### src/rtl/keypad_lock_if.sv
// Keypad lock signal bundle: keypad/drive-command inputs and lock status outputs.
// The controller takes the slave side and the environment takes the master side.
interface keypad_lock_if #(
    parameter int DIGITS = 4,
    parameter int CTRL_W = 3
);
    logic [3:0]          kb_code;
    logic [CTRL_W-1:0]   ctrl_in;
    logic [CTRL_W-1:0]   ctrl_out;
    logic [4*DIGITS-1:0] dig;
    logic                entry_active;
    logic                alarm;
    logic                unlocked;
    logic                locked_out;
    logic [3:0]          fail_cnt;

    modport master (
        output kb_code, ctrl_in,
        input  ctrl_out, dig, entry_active, alarm, unlocked, locked_out, fail_cnt
    );

    modport slave (
        input  kb_code, ctrl_in,
        output ctrl_out, dig, entry_active, alarm, unlocked, locked_out, fail_cnt
    );
endinterface

### src/rtl/keypad_lock_ctrl.sv
// Keypad password lock: gates ctrl_in to ctrl_out while unlocked; alarm, lockout, password change.
// Key events act on the sample tick; all outputs registered, ctrl_out follows ctrl_in with 1 clk latency.
module keypad_lock_ctrl #(
    parameter int                  DIGITS       = 4,
    parameter int                  CTRL_W       = 3,
    parameter int                  SAMPLE_DIV   = 1048576,
    parameter int                  CLK_HZ       = 50000000,
    parameter int                  ALARM_MS     = 2000,
    parameter int                  MAX_FAIL     = 3,
    parameter int                  LOCKOUT_MS   = 10000,
    parameter logic [4*DIGITS-1:0] DEFAULT_PSWD = 16'h2018
) (
    input  logic          clk,
    input  logic          reset,
    keypad_lock_if.slave  bus
);
    localparam int          DW          = 4 * DIGITS;
    localparam int          DIV_W       = (SAMPLE_DIV > 1) ? $clog2(SAMPLE_DIV) : 1;
    localparam int          CNT_W       = $clog2(DIGITS + 1);
    localparam longint      ALARM_CYC   = longint'(CLK_HZ / 1000) * longint'(ALARM_MS);
    localparam longint      LOCKOUT_CYC = longint'(CLK_HZ / 1000) * longint'(LOCKOUT_MS);
    localparam longint      MAX_CYC     = (ALARM_CYC > LOCKOUT_CYC) ? ALARM_CYC : LOCKOUT_CYC;
    localparam int          TW          = $clog2(MAX_CYC + 1);

    localparam logic [3:0]  K_A = 4'hA;
    localparam logic [3:0]  K_B = 4'hB;
    localparam logic [3:0]  K_C = 4'hC;
    localparam logic [3:0]  K_D = 4'hD;
    localparam logic [3:0]  K_F = 4'hF;

    typedef enum logic [2:0] {
        S_LOCKED,
        S_ENTRY,
        S_UNLOCKED,
        S_NEWPW,
        S_LOCKOUT
    } state_t;

    state_t            st, st_eff, st_nxt;
    logic [DIV_W-1:0]  div_cnt;
    logic [3:0]        prev_code;
    logic              tick, evt, expire;
    logic [DW-1:0]     dig_r, dig_nxt, pswd, pswd_nxt;
    logic [CNT_W-1:0]  cnt, cnt_nxt;
    logic [3:0]        fail, fail_nxt, fail_inc;
    logic              alarm_r, alarm_nxt;
    logic [TW-1:0]     alarm_tmr, alarm_tmr_nxt, lock_tmr, lock_tmr_nxt;

    assign tick   = (div_cnt == DIV_W'(SAMPLE_DIV - 1));
    assign evt    = tick && (bus.kb_code != prev_code) && (bus.kb_code != K_F);
    assign expire = (st == S_LOCKOUT) && (lock_tmr == '0);
    assign fail_inc = (fail < 4'(MAX_FAIL)) ? fail + 4'd1 : fail;

    always_comb begin
        // Lockout expiry is applied before the key is evaluated in the same clk.
        st_eff        = expire ? S_LOCKED : st;
        st_nxt        = st_eff;
        dig_nxt       = dig_r;
        cnt_nxt       = cnt;
        pswd_nxt      = pswd;
        fail_nxt      = expire ? 4'd0 : fail;
        alarm_nxt     = alarm_r;
        alarm_tmr_nxt = alarm_tmr;
        lock_tmr_nxt  = (st == S_LOCKOUT && lock_tmr != '0) ? lock_tmr - TW'(1) : lock_tmr;

        if (expire) begin
            alarm_nxt = 1'b0;
        end else if (st != S_LOCKOUT && alarm_r) begin
            if (alarm_tmr == '0) alarm_nxt = 1'b0;
            else                 alarm_tmr_nxt = alarm_tmr - TW'(1);
        end

        if (evt) begin
            case (st_eff)
                S_LOCKED: begin
                    if (bus.kb_code == K_A) begin
                        st_nxt  = S_ENTRY;
                        dig_nxt = '0;
                        cnt_nxt = '0;
                    end
                end
                S_ENTRY, S_NEWPW: begin
                    if (bus.kb_code <= 4'd9) begin
                        if (cnt < CNT_W'(DIGITS)) begin
                            dig_nxt = (dig_r << 4) | DW'(bus.kb_code);
                            cnt_nxt = cnt + CNT_W'(1);
                        end
                    end else if (bus.kb_code == K_B) begin
                        dig_nxt = '0;
                        cnt_nxt = '0;
                    end else if (bus.kb_code == K_C && cnt == CNT_W'(DIGITS)) begin
                        dig_nxt = '0;
                        cnt_nxt = '0;
                        if (st_eff == S_NEWPW) begin
                            pswd_nxt = dig_r;
                            st_nxt   = S_UNLOCKED;
                        end else if (dig_r == pswd) begin
                            st_nxt    = S_UNLOCKED;
                            fail_nxt  = 4'd0;
                            alarm_nxt = 1'b0;
                        end else begin
                            fail_nxt      = fail_inc;
                            alarm_nxt     = 1'b1;
                            alarm_tmr_nxt = TW'(ALARM_CYC - 1);
                            if (fail_inc == 4'(MAX_FAIL)) begin
                                st_nxt       = S_LOCKOUT;
                                lock_tmr_nxt = TW'(LOCKOUT_CYC - 1);
                            end
                        end
                    end else if (bus.kb_code == K_A && st_eff == S_NEWPW) begin
                        dig_nxt = '0;
                        cnt_nxt = '0;
                        st_nxt  = S_UNLOCKED;
                    end
                end
                S_UNLOCKED: begin
                    if (bus.kb_code == K_A) begin
                        st_nxt = S_LOCKED;
                    end else if (bus.kb_code == K_D) begin
                        st_nxt  = S_NEWPW;
                        dig_nxt = '0;
                        cnt_nxt = '0;
                    end
                end
                default: ;
            endcase
        end
    end

    always_ff @(posedge clk or negedge reset) begin
        if (!reset) begin
            div_cnt          <= '0;
            prev_code        <= K_F;
            st               <= S_LOCKED;
            dig_r            <= '0;
            cnt              <= '0;
            pswd             <= DEFAULT_PSWD;
            fail             <= 4'd0;
            alarm_r          <= 1'b0;
            alarm_tmr        <= '0;
            lock_tmr         <= '0;
            bus.ctrl_out     <= '0;
            bus.entry_active <= 1'b0;
            bus.unlocked     <= 1'b0;
            bus.locked_out   <= 1'b0;
        end else begin
            div_cnt          <= tick ? '0 : div_cnt + DIV_W'(1);
            if (tick) prev_code <= bus.kb_code;
            st               <= st_nxt;
            dig_r            <= dig_nxt;
            cnt              <= cnt_nxt;
            pswd             <= pswd_nxt;
            fail             <= fail_nxt;
            alarm_r          <= alarm_nxt;
            alarm_tmr        <= alarm_tmr_nxt;
            lock_tmr         <= lock_tmr_nxt;
            bus.ctrl_out     <= (st_nxt == S_UNLOCKED) ? bus.ctrl_in : '0;
            bus.entry_active <= (st_nxt == S_ENTRY) || (st_nxt == S_NEWPW);
            bus.unlocked     <= (st_nxt == S_UNLOCKED);
            bus.locked_out   <= (st_nxt == S_LOCKOUT);
        end
    end

    assign bus.dig      = dig_r;
    assign bus.alarm    = alarm_r;
    assign bus.fail_cnt = fail;
endmodule

### src/flat_wrapper.sv
// flat-port wrapper written by rule: the top's interface ports become plain ports
module keypad_lock_ctrl_flat 
#(
    parameter int                  DIGITS       = 4,
    parameter int                  CTRL_W       = 3,
    parameter int                  SAMPLE_DIV   = 1048576,
    parameter int                  CLK_HZ       = 50000000,
    parameter int                  ALARM_MS     = 2000,
    parameter int                  MAX_FAIL     = 3,
    parameter int                  LOCKOUT_MS   = 10000,
    parameter logic [4*DIGITS-1:0] DEFAULT_PSWD = 16'h2018
)
  (clk, reset, bus_kb_code, bus_ctrl_in, bus_ctrl_out, bus_dig, bus_entry_active, bus_alarm, bus_unlocked, bus_locked_out, bus_fail_cnt);
  keypad_lock_if #(.DIGITS(DIGITS), .CTRL_W(CTRL_W)) bus_i ();
  input  logic clk;
  input  logic reset;
  input wire logic [$bits(bus_i.kb_code)-1:0] bus_kb_code;
  input wire logic [$bits(bus_i.ctrl_in)-1:0] bus_ctrl_in;
  output wire logic [$bits(bus_i.ctrl_out)-1:0] bus_ctrl_out;
  output wire logic [$bits(bus_i.dig)-1:0] bus_dig;
  output wire logic [$bits(bus_i.entry_active)-1:0] bus_entry_active;
  output wire logic [$bits(bus_i.alarm)-1:0] bus_alarm;
  output wire logic [$bits(bus_i.unlocked)-1:0] bus_unlocked;
  output wire logic [$bits(bus_i.locked_out)-1:0] bus_locked_out;
  output wire logic [$bits(bus_i.fail_cnt)-1:0] bus_fail_cnt;
  assign bus_i.kb_code = bus_kb_code;
  assign bus_i.ctrl_in = bus_ctrl_in;
  assign bus_ctrl_out = bus_i.ctrl_out;
  assign bus_dig = bus_i.dig;
  assign bus_entry_active = bus_i.entry_active;
  assign bus_alarm = bus_i.alarm;
  assign bus_unlocked = bus_i.unlocked;
  assign bus_locked_out = bus_i.locked_out;
  assign bus_fail_cnt = bus_i.fail_cnt;
  keypad_lock_ctrl #(.DIGITS(DIGITS), .CTRL_W(CTRL_W), .SAMPLE_DIV(SAMPLE_DIV), .CLK_HZ(CLK_HZ), .ALARM_MS(ALARM_MS), .MAX_FAIL(MAX_FAIL), .LOCKOUT_MS(LOCKOUT_MS), .DEFAULT_PSWD(DEFAULT_PSWD)) u_core (.clk(clk), .reset(reset), .bus(bus_i));
endmodule
### config.mk
export PLATFORM = sky130hd
export DESIGN_NAME = keypad_lock_ctrl_flat
export DESIGN_NICKNAME = d
export VERILOG_FILES = /design/src/rtl/keypad_lock_if.sv /design/src/rtl/keypad_lock_ctrl.sv /design/src/flat_wrapper.sv
export SDC_FILE = /design/constraint.sdc
export NUM_CORES = 1
export LEC_CHECK = 0
export BUFFER_PORTS_ARGS = -buffer_cell sky130_fd_sc_hd__clkbuf_2
export CORE_UTILIZATION = 30
export CTS_BUF_LIST = sky130_fd_sc_hd__clkbuf_16
export CTS_CLUSTER_DIAMETER = 120
export DETAILED_ROUTE_END_ITERATION = 10
export PLACE_DENSITY_LB_ADDON = 0.12
export SETUP_SLACK_MARGIN = 0.02
export SLEW_MARGIN = 20
export SYNTH_ARGS = -nofsm -noshare
export SYNTH_HDL_FRONTEND = slang
export SYNTH_SLANG_ARGS = --single-unit
export TNS_END_PERCENT = 30
### constraint.sdc
create_clock -name clk -period 4.4 [get_ports clk]
set_clock_uncertainty 0.05 [all_clocks]
set_input_delay 0.88 -clock clk [delete_from_list [all_inputs] [get_ports clk]]
set_output_delay 0.88 -clock clk [all_outputs]
set_load 0.1 [all_outputs]
# Word level (Yosys, flattened, before mapping)
# Cells that the tools add are included.
[op_classes]
add_sub_neg = 5
n_lt_le_gt_ge = 3
n_eq_ne = 24
muxes = 71
bitwise_logic = 3
reduce_logical = 16
[ops]
columns = ["op", "count"]
rows = [
  ["29-bit two-way mux", 19],
  ["16-bit two-way mux", 8],
  ["3-bit two-way mux", 21],
  ["29-bit logical NOT", 2],
  ["29-bit by 1-bit subtractor with 29-bit output, second input constant", 2],
  ["16-bit one-hot mux with 3 select lines", 1],
  ["4-bit two-way mux", 9],
  ["29-bit nonzero test", 1],
  ["20-bit by 1-bit adder with 20-bit output, second input constant", 1],
  ["20-bit equality test, second input constant", 1],
  ["20-bit two-way mux", 1],
  ["3-bit one-hot mux with 3 select lines", 2],
  ["16-bit equality test", 1],
  ["4-bit equality test, second input constant", 4],
  ["16-bit by 4-bit OR with 16-bit output", 1],
  ["3-bit by 2-bit equality test with 1-bit output, second input constant", 4],
  ["1-bit two-way mux", 10],
  ["3-bit equality test, second input constant", 3],
  ["1-bit logical AND", 7],
  ["7-bit AND reduction", 1],
  ["3-bit by 1-bit equality test with 1-bit output, second input constant", 2],
  ["3-bit inequality test, second input constant", 2],
  ["6-bit AND reduction", 1],
  ["5-bit by 1-bit inequality test with 1-bit output, second input constant", 1],
  ["15 further kinds", 17],
]
[word_totals]
regBits = 131
input_bits = 9
wordCells = 136

# Depth between registers and ports, before layout
# Gate-level depths: netlist (run 1).
[depth]
word_depth = 13
depth_mapped = 10
depth_no_buf = 8

# Worst setup path before layout (run 1)
# No wires, ideal clock.
[synth_path]
path_kind = "reg2reg"
startpoint = "register u_core.dig_r[10], in the netlist u_core.bus.dig[10]"
endpoint = "register u_core.lock_tmr[24]"
setup_ns = 0.132
arrival_time_ns = 2.763
required_time_ns = 4.218
path_slack_ns = 1.456
path_stages_with_launch = 8
cell_sequence = "dfrtp_1 xnor2_1 nand4_1 nor4_1 nor4_2 and2_1 buf_2 or3b_1"
[synth_via]
elab_chain_len = 8
[synth_rtl]
columns = ["item", "line_no", "rtl"]
rows = [
  ["from (decl)", "keypad_lock_ctrl.sv:43", "logic [DW-1:0] dig_r, dig_nxt, pswd, pswd_nxt;"],
  ["from (signal assigned)", "keypad_lock_ctrl.sv:150", "dig_r <= dig_nxt;"],
  ["16-bit equality test", "keypad_lock_ctrl.sv:97", "end else if (dig_r == pswd) begin"],
  ["29-bit two-way mux", "keypad_lock_ctrl.sv:97", ""],
  ["29-bit two-way mux", "keypad_lock_ctrl.sv:94", "if (st_eff == S_NEWPW) begin"],
  ["29-bit two-way mux", "keypad_lock_ctrl.sv:91", "end else if (bus.kb_code == K_C && cnt == CNT_W'(DIGITS)) begin"],
  ["29-bit two-way mux", "keypad_lock_ctrl.sv:88", "end else if (bus.kb_code == K_B) begin"],
  ["29-bit two-way mux", "keypad_lock_ctrl.sv:83", "if (bus.kb_code <= 4'd9) begin"],
  ["29-bit two-way mux", "keypad_lock_ctrl.sv:74", "case (st_eff)"],
  ["29-bit two-way mux", "keypad_lock_ctrl.sv:73", "if (evt) begin"],
  ["net u_core.lock_tmr_nxt[24]", "keypad_lock_ctrl.sv:47", "logic [TW-1:0] alarm_tmr, alarm_tmr_nxt, lock_tmr, lock_tmr_nxt;"],
  ["to (signal assigned)", "keypad_lock_ctrl.sv:156", "lock_tmr <= lock_tmr_nxt;"],
  ["to (decl)", "keypad_lock_ctrl.sv:47", ""],
]
# The timed path passes the listed nets, and every way through them passes these cells.
# A chain may end at the register's enable or synchronous reset.

# Worst setup path in the final report (run 1)
[layout_path]
startpoint = "register u_core.div_cnt[0]"
endpoint = "register u_core.bus.locked_out"
[layout_via]
elab_chain_len = 5
[layout_rtl]
columns = ["item", "line_no", "rtl"]
rows = [
  ["from (decl)", "keypad_lock_ctrl.sv:40", "logic [DIV_W-1:0] div_cnt;"],
  ["from (signal assigned)", "keypad_lock_ctrl.sv:147", "div_cnt <= tick ? '0 : div_cnt + DIV_W'(1);"],
  ["20-bit equality test", "keypad_lock_ctrl.sv:49", "assign tick = (div_cnt == DIV_W'(SAMPLE_DIV - 1));"],
  ["1-bit logical AND (2 in series)", "keypad_lock_ctrl.sv:50", "assign evt = tick && (bus.kb_code != prev_code) && (bus.kb_code != K_F);"],
  ["3-bit two-way mux", "keypad_lock_ctrl.sv:73", ""],
  ["net u_core.st_nxt[2]", "keypad_lock_ctrl.sv:39", "state_t st, st_eff, st_nxt;"],
  ["3-bit equality test", "keypad_lock_ctrl.sv:160", "bus.locked_out <= (st_nxt == S_LOCKOUT);"],
  ["to (signal assigned)", "keypad_lock_ctrl.sv:160", ""],
  ["to (decl)", "keypad_lock_if.sv:24", "output ctrl_out, dig, entry_active, alarm, unlocked, locked_out, fail_cnt"],
]
# The timed path passes the listed nets, and every way through them passes these cells.

==> impl_results.md, run 1 <==
- Outcome: complete, no violations
- Commonest non-fill, non-tap cells in the layout: dfrtp_1, nand2_1, nor2_1
- Clock transition at path regs: 60 ps
- Register area share after synthesis: 48.1%
- CP Launch Type: flop
- Max VDD drop: 0.164 mV
- Post-CTS sizing: 0
- Syn_nets: 690
- Rows: 54
- CTS tree: yes
- Synth Cell Area: 6830 µm²
- Post-DP HPWL: 10.4 mm
- Clock root buffer: clkbuf_16
- RSZ-0062 raised after global routing: false
- Router iterations before antenna repair: 4
- Ys async rst share: 100%
- Seq. cell area: 3290 µm²
- Die area: 23400 µm²
- Std-Cell Core Area: 22100 µm²
- 1st-iter DRT viols: 288
- Initial Utilization: 30.9%
- Post-synth EDFFs: 0
- Post-DR vias/cell: 4.96
- Hold-fix buffers, CTS: 0
- Clk_lat worst skew: 420 ps
- Worst slew pin tran: 894 ps
- DRC: 0
- Layout overhead on the synthesized area: 13.9%
- Hold Fails Final Rpt: 0
- Hold slack: 420 ps
- Port Buf Inserts: 35
- Fin util: 35.2%
- Fin. max-slew vios: 0
- Power density of the placed cells: 318 nW/µm²
- Top_reg_cell synth: dfrtp_1
- CTS H-tree depth: 4
- Post-Syn Instances: 674
- Multi-input gate area: 3330 µm²
- Fmax: 0.316 GHz
- Required time of the critical path: 4690 ps
- Ports: 36
- Final period utilization: 71.8%
- Initial antenna violation count: 1
- Share of layout cells above drive strength 1: 16.0%
- Routed wire length: 15.3 mm
- Die W: 153 µm
- Peak fanout along the critical path: 8
- Grt ovf: 0
- Worst EP arrival: 3450 ps
- FF+latch count, synth: 131
- Critical path type: flop to flop
- MaxCap Viol Count: 0
- Post-CTS Setup Repair Bufs: 0
- Routability cong.: 0.741
- Worst Setup End Kind: flop
- LEAKAGE: 0.00307 µW
- Fillers: 2209
- Final Critical Period: 3160 ps
- Pin count of the biggest net entering global routing: 69
- Final nets: 721
- Via count of the first global-routing pass: 5192
- Vias: 4951
- Drt wl/cell: 15.3 µm
- Setup violators final: 0
- Syn avg cell area: 10.1 µm²
- First-pass GRT wire length: 26.7 mm
- Yosys cell types: 66
- CTS Buf Count: 17
- Hold/Removal Path Class: flop to flop
- Tot GR Track Use: 14.3%
- Slew headroom: 40.4%
- TritonCTS Sinks: 131
- Synth warn: 0
- Most common cell after layout, fill and taps aside: dfrtp_1
- Clk buf depth: 2
- Remaining antenna violation count after routing: 0
- Reg2Reg Depth: 7
- Die H: 153 µm
- Hold Path Cell Cnt: 1
- Fin Setup TNS: 0 ps
- Tot Pwr: 2470 µW
[per-layer routing]
layer  part of all wire, %  up-vias  global-route usage (%)
met5                     0        -                       0
met4                   2.1        0                    6.06
met3                   2.7       21                    3.43
met2                    47       59                    22.4
met1                    49     2440                    18.8
li1                      -     2431                       -
[critical path, cell delays in order, from the launching register on]
cell	delay (ps)
dfrtp_1	400
ha_1	250
nand4_1	230
nor4_1	710
and3b_1	400
nand4b_1	410
nand2_1	400
nor3b_2	220
[cell families after synthesis]
family | after synthesis | share of synthesized area [%]
and+or+nand+nor | 318 | 25.4
DFF | 131 | 48.1
xor gates and xnor gates | 79 | 10.1
buffers and inverters | 50 | 3.17
AOI/OAI and AO/OA | 49 | 5.04
muxes | 40 | 6.85
adders and majority gates | 7 | 1.28
[final cells by class]
| type | instances | area share (%) |
|---|---|---|
| clock inverters | 15 | 1.03 |
| flip-flops and latches | 131 | 42.2 |
| multi-input cells | 493 | 42.8 |
| repair buffers | 38 | 2.73 |
| well taps | 280 | 4.50 |
| clock buffers | 17 | 5.47 |
| diodes | 1 | 0.0322 |
| inverters | 24 | 1.16 |
[path summary, 6_finish.rpt]
kind,startpoint,end,slack (ps)
worst max-delay path,u_core.div_cnt[0]$_DFF_PN0_,u_core.bus.locked_out$_DFF_PN0_,1240
worst max register to register,u_core.div_cnt[0]$_DFF_PN0_,u_core.bus.locked_out$_DFF_PN0_,1240
max in group asynchronous,reset,u_core.prev_code[2]$_DFFE_PN1N_,2880
worst min-delay path,u_core.div_cnt[18]$_DFF_PN0_,u_core.div_cnt[18]$_DFF_PN0_,420
min in group asynchronous,reset,u_core.pswd[15]$_DFFE_PN0P_,520
worst min register to register,u_core.div_cnt[18]$_DFF_PN0_,u_core.div_cnt[18]$_DFF_PN0_,420
[where the power goes]
part	switching [µW]	internal (µW)
clock network	525	700
registers	0	1210
logic	35.6	8.50
total	560	1910
[synth_stat cells (10+ instances only)]
cell type  instances  area, µm²
dfrtp_1          124       3100
nand2_1           78        293
nor2_1            56        210
nand3_1           47        235
xnor2_1           43        377
xor2_1            36        315
nor3_1            26        130
inv_1             24       90.1
nand4_1           21        131
o21ai_0           21        105
mux2i_1           16        160
clkbuf_1          15       56.3
nor4_1            15       93.8
mux2_2            14        158
or3_1             12       75.1
mux2_4            10        150
[stage by stage]
stage | instances | setup slack [ps] | instance area [µm²]
floorplan | 674 | 1460 | 6830
global placement | 966 | 1030 | 7270
detailed placement | 966 | 923 | 7270
CTS | 998 | 1220 | 7770
global route | 998 | 911 | 7780
finish | 999 | 1240 | 7780
[state kept, by name, summed over array words and instances (netlist names)]
name                     cells
u_core.alarm_tmr            29
u_core.bus.alarm             1
u_core.bus.ctrl_out          3
u_core.bus.dig              16
u_core.bus.entry_active      1
u_core.bus.fail_cnt          4
u_core.bus.locked_out        1
u_core.bus.unlocked          1
u_core.cnt                   3
u_core.div_cnt              20
u_core.lock_tmr             29
u_core.prev_code             4
u_core.pswd                 16
u_core.st                    3
Power figures use the tool's default switching activity.
==> run 2, diff against run 1 <==
==> constraint.sdc (replaced) <==
create_clock -name clk -period 2.9 [get_ports clk]
set_clock_uncertainty 0.05 [all_clocks]
set_input_delay 0.58 -clock clk [delete_from_list [all_inputs] [get_ports clk]]
set_output_delay 0.58 -clock clk [all_outputs]
set_load 0.1 [all_outputs]
==> impl_results.md, run 2 (same netlist as run 1, synthesis figures left out) <==
- Outcome: complete, no violations
- Hold slack: 53.2 ps (-367 ps)
- Tot GR Track Use: 14.4% (+0.069 points)
- Worst Setup End Kind: flop
- Most common cell after layout, fill and taps aside: dfrtp_1
- Router iterations before antenna repair: 4 (unchanged)
- Port Buf Inserts: 35 (unchanged)
- Clock share of power: 53.3% (+3.8 points)
- Remaining antenna violation count after routing: 0 (unchanged)
- CTS H-tree depth: 4 (unchanged)
- MaxCap Viol Count: 0 (unchanged)
- Vias: 5043 (+1.9%)
- Power density of the placed cells: 503 nW/µm² (+58%)
- First-pass GRT wire length: 26.9 mm (+0.78%)
- Routability cong.: 0.818 (+10%)
- Die W: 153 µm (unchanged)
- Combinational power share: 1.9% (about the same)
- Met2 Wirelength: 7.26 mm (+1.8%)
- Rows: 54 (unchanged)
- Reg2reg start: u_core.div_cnt[0]$_DFF_PN0_
- Reg2Reg Depth: 7 (unchanged)
- Met1 wire length: 7.65 mm (+2.8%)
- Clock transition at path regs: 60 ps (about the same)
- Via count of the first global-routing pass: 5240 (+0.92%)
- Ports: 36 (unchanged)
- Pin count of the biggest net entering global routing: 48 (-30%)
- Max layer used: met4
- Clk buf depth: 2 (unchanged)
- Setup violators final: 0 (unchanged)
- Die H: 153 µm (unchanged)
- Hold-fix buffers, CTS: 0 (unchanged)
- Fmax: 0.378 GHz (+19%)
- Peak fanout along the critical path: 16 (+8)
- Sequential share of power: 44.8% (-3.9 points)
- Initial antenna violation count: 0 (-1)
- Launch point of the worst path: u_core.div_cnt[0]$_DFF_PN0_
- Share of layout cells above drive strength 1: 21.6% (+5.6 points)
- Post-DR vias/cell: 4.90 (-1.2%)
- 1st-iter DRT viols: 159 (-45%)
- LEAKAGE: 0.00326 µW (+6.2%)
- Required time of the critical path: 3150 ps (-1540 ps)
- Final Critical Period: 2650 ps (-514 ps)
- Clk_lat worst skew: 420 ps (about the same)
- Worst reg2reg setup slack: 250 ps (-990 ps)
- Std-Cell Core Area: 22100 µm² (unchanged)
- Reg2reg end: u_core.pswd[8]$_DFFE_PN0P_
- Clock root buffer: clkbuf_16
- CTS tree: yes
- CP Launch Type: flop
- Slew headroom: 45.5% (+5.1 points)
- Crit path to: u_core.pswd[8]$_DFFE_PN0P_
- Hold/Removal Path Class: primary input to async pin
- Final period utilization: 91.3% (+19 points)
- Drt wl/cell: 15.1 µm (-1.4%)
- Worst slew pin tran: 807 ps (-87.0 ps)
- Worst EP arrival: 2890 ps (-560 ps)
- Antenna cells: 0 (-1)
- Fin Setup TNS: 0 ps (unchanged)
- RSZ-0062 raised after global routing: false
- Final nets: 753 (+4.4%)
- Pint: 3190 µW (+67%)
- Switching part of the total power: 21.8% (-0.80 points)
- TritonCTS Sinks: 131 (unchanged)
- Wire length on met3: 479 µm (+15%)
- Die area: 23400 µm² (unchanged)
- Critical path type: flop to flop
- Grt ovf: 0 (unchanged)
- CTS Buf Count: 17 (unchanged)
- Layout overhead on the synthesized area: 18.9%
- Fin. max-slew vios: 0 (unchanged)
- Post-DP HPWL: 11.0 mm (+5.8%)
- DRC: 0 (unchanged)
- Initial Utilization: 30.9% (unchanged)
- Commonest non-fill, non-tap cells in the layout: dfrtp_1, nand2_1, nor2_1
- Hold Fails Final Rpt: 0 (unchanged)
- Net Switching: 892 µW (+59%)
- Biggest regs: u_core.alarm_tmr: 29 flops, u_core.lock_tmr: 29 flops, u_core.div_cnt: 20 flops
- Routed wire length: 15.6 mm (+1.6%)
- Max VDD drop: 0.272 mV (+66%)
run 2: cell types whose count changed in the layout (fill, tap and decap cells not counted), sizes merged:
cell and delta:
buf +32, bufinv +3, clkinvlp -2, diode -1, inv -1
run 2: final cells by class:
class / count / area (µm²)
Clock buffer: 17 / 425
Clock inverter: 15 / 166
Fill cell: 2177 / 14000
Inverter: 24 / 90.1
Multi-Input combinational cell: 493 / 3330
Sequential cell: 131 / 3300
Tap cell: 280 / 350
Timing Repair Buffer: 70 / 453
run 2: per-layer routing:
layer | up-vias | GRT usage, %
li1 | 2498 | -
met1 | 2477 | 18.8
met3 | 11 | 3.80
met4 | 0 | 3.99
met2 | 57 | 23.3
met5 | - | 0
run 2: metrics by stage:
step	total power (µW)	cell area [µm²]	setup slack [ps]	cells	utilization, %
2_1_floorplan	1880	6840	22.9	674	-
3_3_place_gp	1940	7520	264	998	34.0
3_5_place_dp	1940	7520	209	998	34.0
4_1_cts	4160	8110	260	1030	36.7
5_1_grt	4250	8120	49.1	1030	36.7
6_report	4080	8120	254	1030	36.7
run 2: how the worst min path moves through the flow:
stage | endpoint | slack (ps) | cells after the start
2_1_floorplan | u_core.alarm_tmr[0]$_DFF_PN0_ | 230 | 0
3_3_place_gp | u_core.div_cnt[18]$_DFF_PN0_ | 400 | 1
3_5_place_dp | u_core.div_cnt[6]$_DFF_PN0_ | 420 | 1
4_1_cts | u_core.pswd[15]$_DFFE_PN0P_ | 60 | 1
5_1_grt | u_core.pswd[9]$_DFFE_PN0P_ | 70 | 1
6_report | u_core.pswd[15]$_DFFE_PN0P_ | 50 | 1
run 2: timing repair:
action	4_1_cts	5_1_grt
gates resized for setup	0	1
buffers inserted	0	0
endpoints found under the setup margin	0	11
run 2: worst max-delay path, stage by stage (launching register included):
cell and delay, ps:
dfrtp_1 410, ha_1 250, nand4_1 230, or4_4 510
nor3_4 160, and3_4 250, nand3_4 270, mux2_4 390
run 2: power by group through the flow:
stage	logic, µW	clock network, µW	registers, µW
after floorplan	16.2	0	1860
after global placement	79.1	0	1860
after detailed placement	80.5	0	1860
after CTS	81.1	2250	1830
after global routing	88.8	2330	1830
final	76.6	2180	1830
==> run 3, diff against run 2 <==
--- a/config.mk
+++ b/config.mk
@@ -6,7 +6,7 @@
 export NUM_CORES = 1
 export LEC_CHECK = 0
 export BUFFER_PORTS_ARGS = -buffer_cell sky130_fd_sc_hd__clkbuf_2
-export CORE_UTILIZATION = 30
+export CORE_UTILIZATION = 50
 export CTS_BUF_LIST = sky130_fd_sc_hd__clkbuf_16
 export CTS_CLUSTER_DIAMETER = 120
 export DETAILED_ROUTE_END_ITERATION = 10
==> constraint.sdc (replaced) <==
create_clock -name clk -period 2.9 [get_ports clk]
set_clock_uncertainty 0.05 [all_clocks]
set_input_delay 0 -clock clk [delete_from_list [all_inputs] [get_ports clk]]
set_output_delay 0 -clock clk [all_outputs]
set_load 0.1 [all_outputs]
==> impl_results.md, run 3 (same netlist as run 1, synthesis figures left out) <==
- Hold endpoint: u_core.prev_code[2]$_DFFE_PN1N_
- Die area: 14100 µm² (-40%)
- Final period utilization: 93.3% (+2.0 points)
- Most common cell after layout, fill and taps aside: dfrtp_1
- Slew headroom: 47.7% (+2.2 points)
- DRC: 0 (unchanged)
- Peak fanout along the critical path: 10 (-6)
- Worst slew pin tran: 775 ps (-32.3 ps)
- Pint: 2900 µW (-9.2%)
- Clock root buffer: clkbuf_16
- Worst EP arrival: 2990 ps (+100 ps)
- First-pass GRT wire length: 25.0 mm (-6.9%)
- Die H: 119 µm (-22%)
- Share of layout cells above drive strength 1: 18.9% (-2.7 points)
- CTS Buf Count: 17 (unchanged)
- TritonCTS Sinks: 131 (unchanged)
- Outcome: complete, no violations
- Reg2reg end: u_core.bus.entry_active$_DFF_PN0_
- Std-Cell Core Area: 13300 µm² (-40%)
- Power density of the placed cells: 469 nW/µm² (-6.8%)
- Worst Setup End Kind: flop
- Required time of the critical path: 3190 ps (+40 ps)
- Layout overhead on the synthesized area: 15.0%
- CP Launch Type: flop
- Worst reg2reg setup slack: 200 ps (-60 ps)
- Port Buf Inserts: 35 (unchanged)
- LEAKAGE: 0.00320 µW (-1.7%)
- Die W: 119 µm (-22%)
- Net Switching: 787 µW (-12%)
- Critical path type: flop to flop
- Initial Utilization: 51.4% (+20 points)
- Hold Fails Final Rpt: 0 (unchanged)
- CTS H-tree depth: 4 (unchanged)
- Vias: 5149 (+2.1%)
- Final nets: 748 (-0.66%)
- Combinational power share: 2.0% (about the same)
- CTS tree: yes
- Grt ovf: 0 (unchanged)
- Clock transition at path regs: 50 ps (about the same)
- Sequential share of power: 49.7% (+4.9 points)
- RSZ-0062 raised after global routing: false
- Routed wire length: 14.4 mm (-7.4%)
- Multi-input gate area: 3330 µm² (-0.19%)
- Via count of the first global-routing pass: 5165 (-1.4%)
- Hold Crit Start: bus_kb_code[2]
- Post-DP HPWL: 9.77 mm (-11%)
- Fin. max-slew vios: 0 (unchanged)
- Fin Setup TNS: 0 ps (unchanged)
- 1st-iter DRT viols: 331 (+110%)
- Reg2Reg Depth: 6 (-1)
- MaxCap Viol Count: 0 (unchanged)
- Fmax: 0.370 GHz (-2.1%)
- Clk buf depth: 2 (unchanged)
- Tot GR Track Use: 22.4% (+8.0 points)
- Post-DR vias/cell: 5.59 (+14%)
- Biggest regs: u_core.alarm_tmr: 29 flops, u_core.lock_tmr: 29 flops, u_core.div_cnt: 20 flops
- Switching part of the total power: 21.4% (-0.49 points)
- Router iterations before antenna repair: 5 (+1)
- Ports: 36 (unchanged)
- Seq. cell area: 3300 µm² (unchanged)
- Initial antenna violation count: 0 (unchanged)
- Clk_lat worst skew: 420 ps (about the same)
- Hold Path Cell Cnt: 2
- Hold/Removal Path Class: primary input to flop
- Hold slack: 50.1 ps (-3.11 ps)
- Max VDD drop: 0.463 mV (+70%)
- Drt wl/cell: 15.7 µm (+3.6%)
- Final Critical Period: 2700 ps (+58.1 ps)
- Rows: 42 (-22%)
- Commonest non-fill, non-tap cells in the layout: dfrtp_1, nand2_1, nor2_1
- Clock share of power: 48.3% (-5.0 points)
- Remaining antenna violation count after routing: 0 (unchanged)
- Setup violators final: 0 (unchanged)
- Reg2reg start: u_core.lock_tmr[8]$_DFF_PN0_
- Pin count of the biggest net entering global routing: 57 (+19%)
- Antenna cells: 0 (unchanged)
- Routability cong.: 0.823 (+0.62%)
- Fillers: 1194 (-45%)
==> run 3: worst max-delay path: stages, from the launching register on <==
cell,delay [ps]
dfrtp_1,440
nor4_1,530
nand4_2,410
o31ai_4,520
nand3_1,150
o211ai_2,340
nor2b_1,180
==> run 3: layout make-up <==
type / count / share of cell area, %
clock buffers: 17 / 5.41
multi-input cells: 493 / 42.3
well taps: 176 / 2.80
flip-flops and latches: 131 / 42.0
clock inverters: 15 / 0.812
inverters: 24 / 1.15
repair buffers: 65 / 5.48
==> run 3: repair_timing <==
item,in CTS,in global routing
endpoints found under the hold margin,48,0
resized for setup,0,0
setup endpoints to repair,0,24
hold buffers,6,0
buffers inserted,0,2
==> run 3: power groups by stage <==
stage	Combinational (µW)	Sequential (µW)	Clock, µW
after floorplan	16.2	1860	0
after global routing	85.9	1830	1900
after detailed placement	69.8	1860	0
after CTS	76.9	1830	1830
final	74.3	1830	1780
after global placement	68.7	1860	0
==> run 3: worst max-delay path by stage <==
stage / start / end / slack, ps
after floorplan: u_core.bus.dig[12]$_DFFE_PN0P_ / u_core.lock_tmr[24]$_DFF_PN0_ / 20
after global placement: u_core.lock_tmr[0]$_DFF_PN0_ / u_core.bus.dig[6]$_DFFE_PN0P_ / 300
after detailed placement: u_core.lock_tmr[0]$_DFF_PN0_ / u_core.bus.ctrl_out[1]$_DFF_PN0_ / 210
after CTS: u_core.lock_tmr[0]$_DFF_PN0_ / u_core.bus.dig[8]$_DFFE_PN0P_ / 180
after global routing: u_core.lock_tmr[2]$_DFF_PN0_ / u_core.bus.dig[0]$_DFFE_PN0P_ / 40
final: u_core.lock_tmr[8]$_DFF_PN0_ / u_core.bus.entry_active$_DFF_PN0_ / 200
==> run 3: through the flow <==
stage,total power (µW),instance area [µm²],setup WS (ps),instances,util (%)
global route,3810,7860,36.0,921,59.1
detailed placement,1930,7290,208,881,54.8
finish,3680,7860,196,921,59.1
global placement,1930,7290,302,881,54.8
floorplan,1880,6840,22.9,674,-
CTS,3730,7840,176,919,59.0
==> run 3: layer usage <==
layer,part of all wire [%],global-route usage (%),up-vias
li1,-,-,2493
met1,47,29.7,2560
met2,48,36.0,80
met3,3.3,4.79,16
met4,1.1,8.70,0
met5,0,0,-
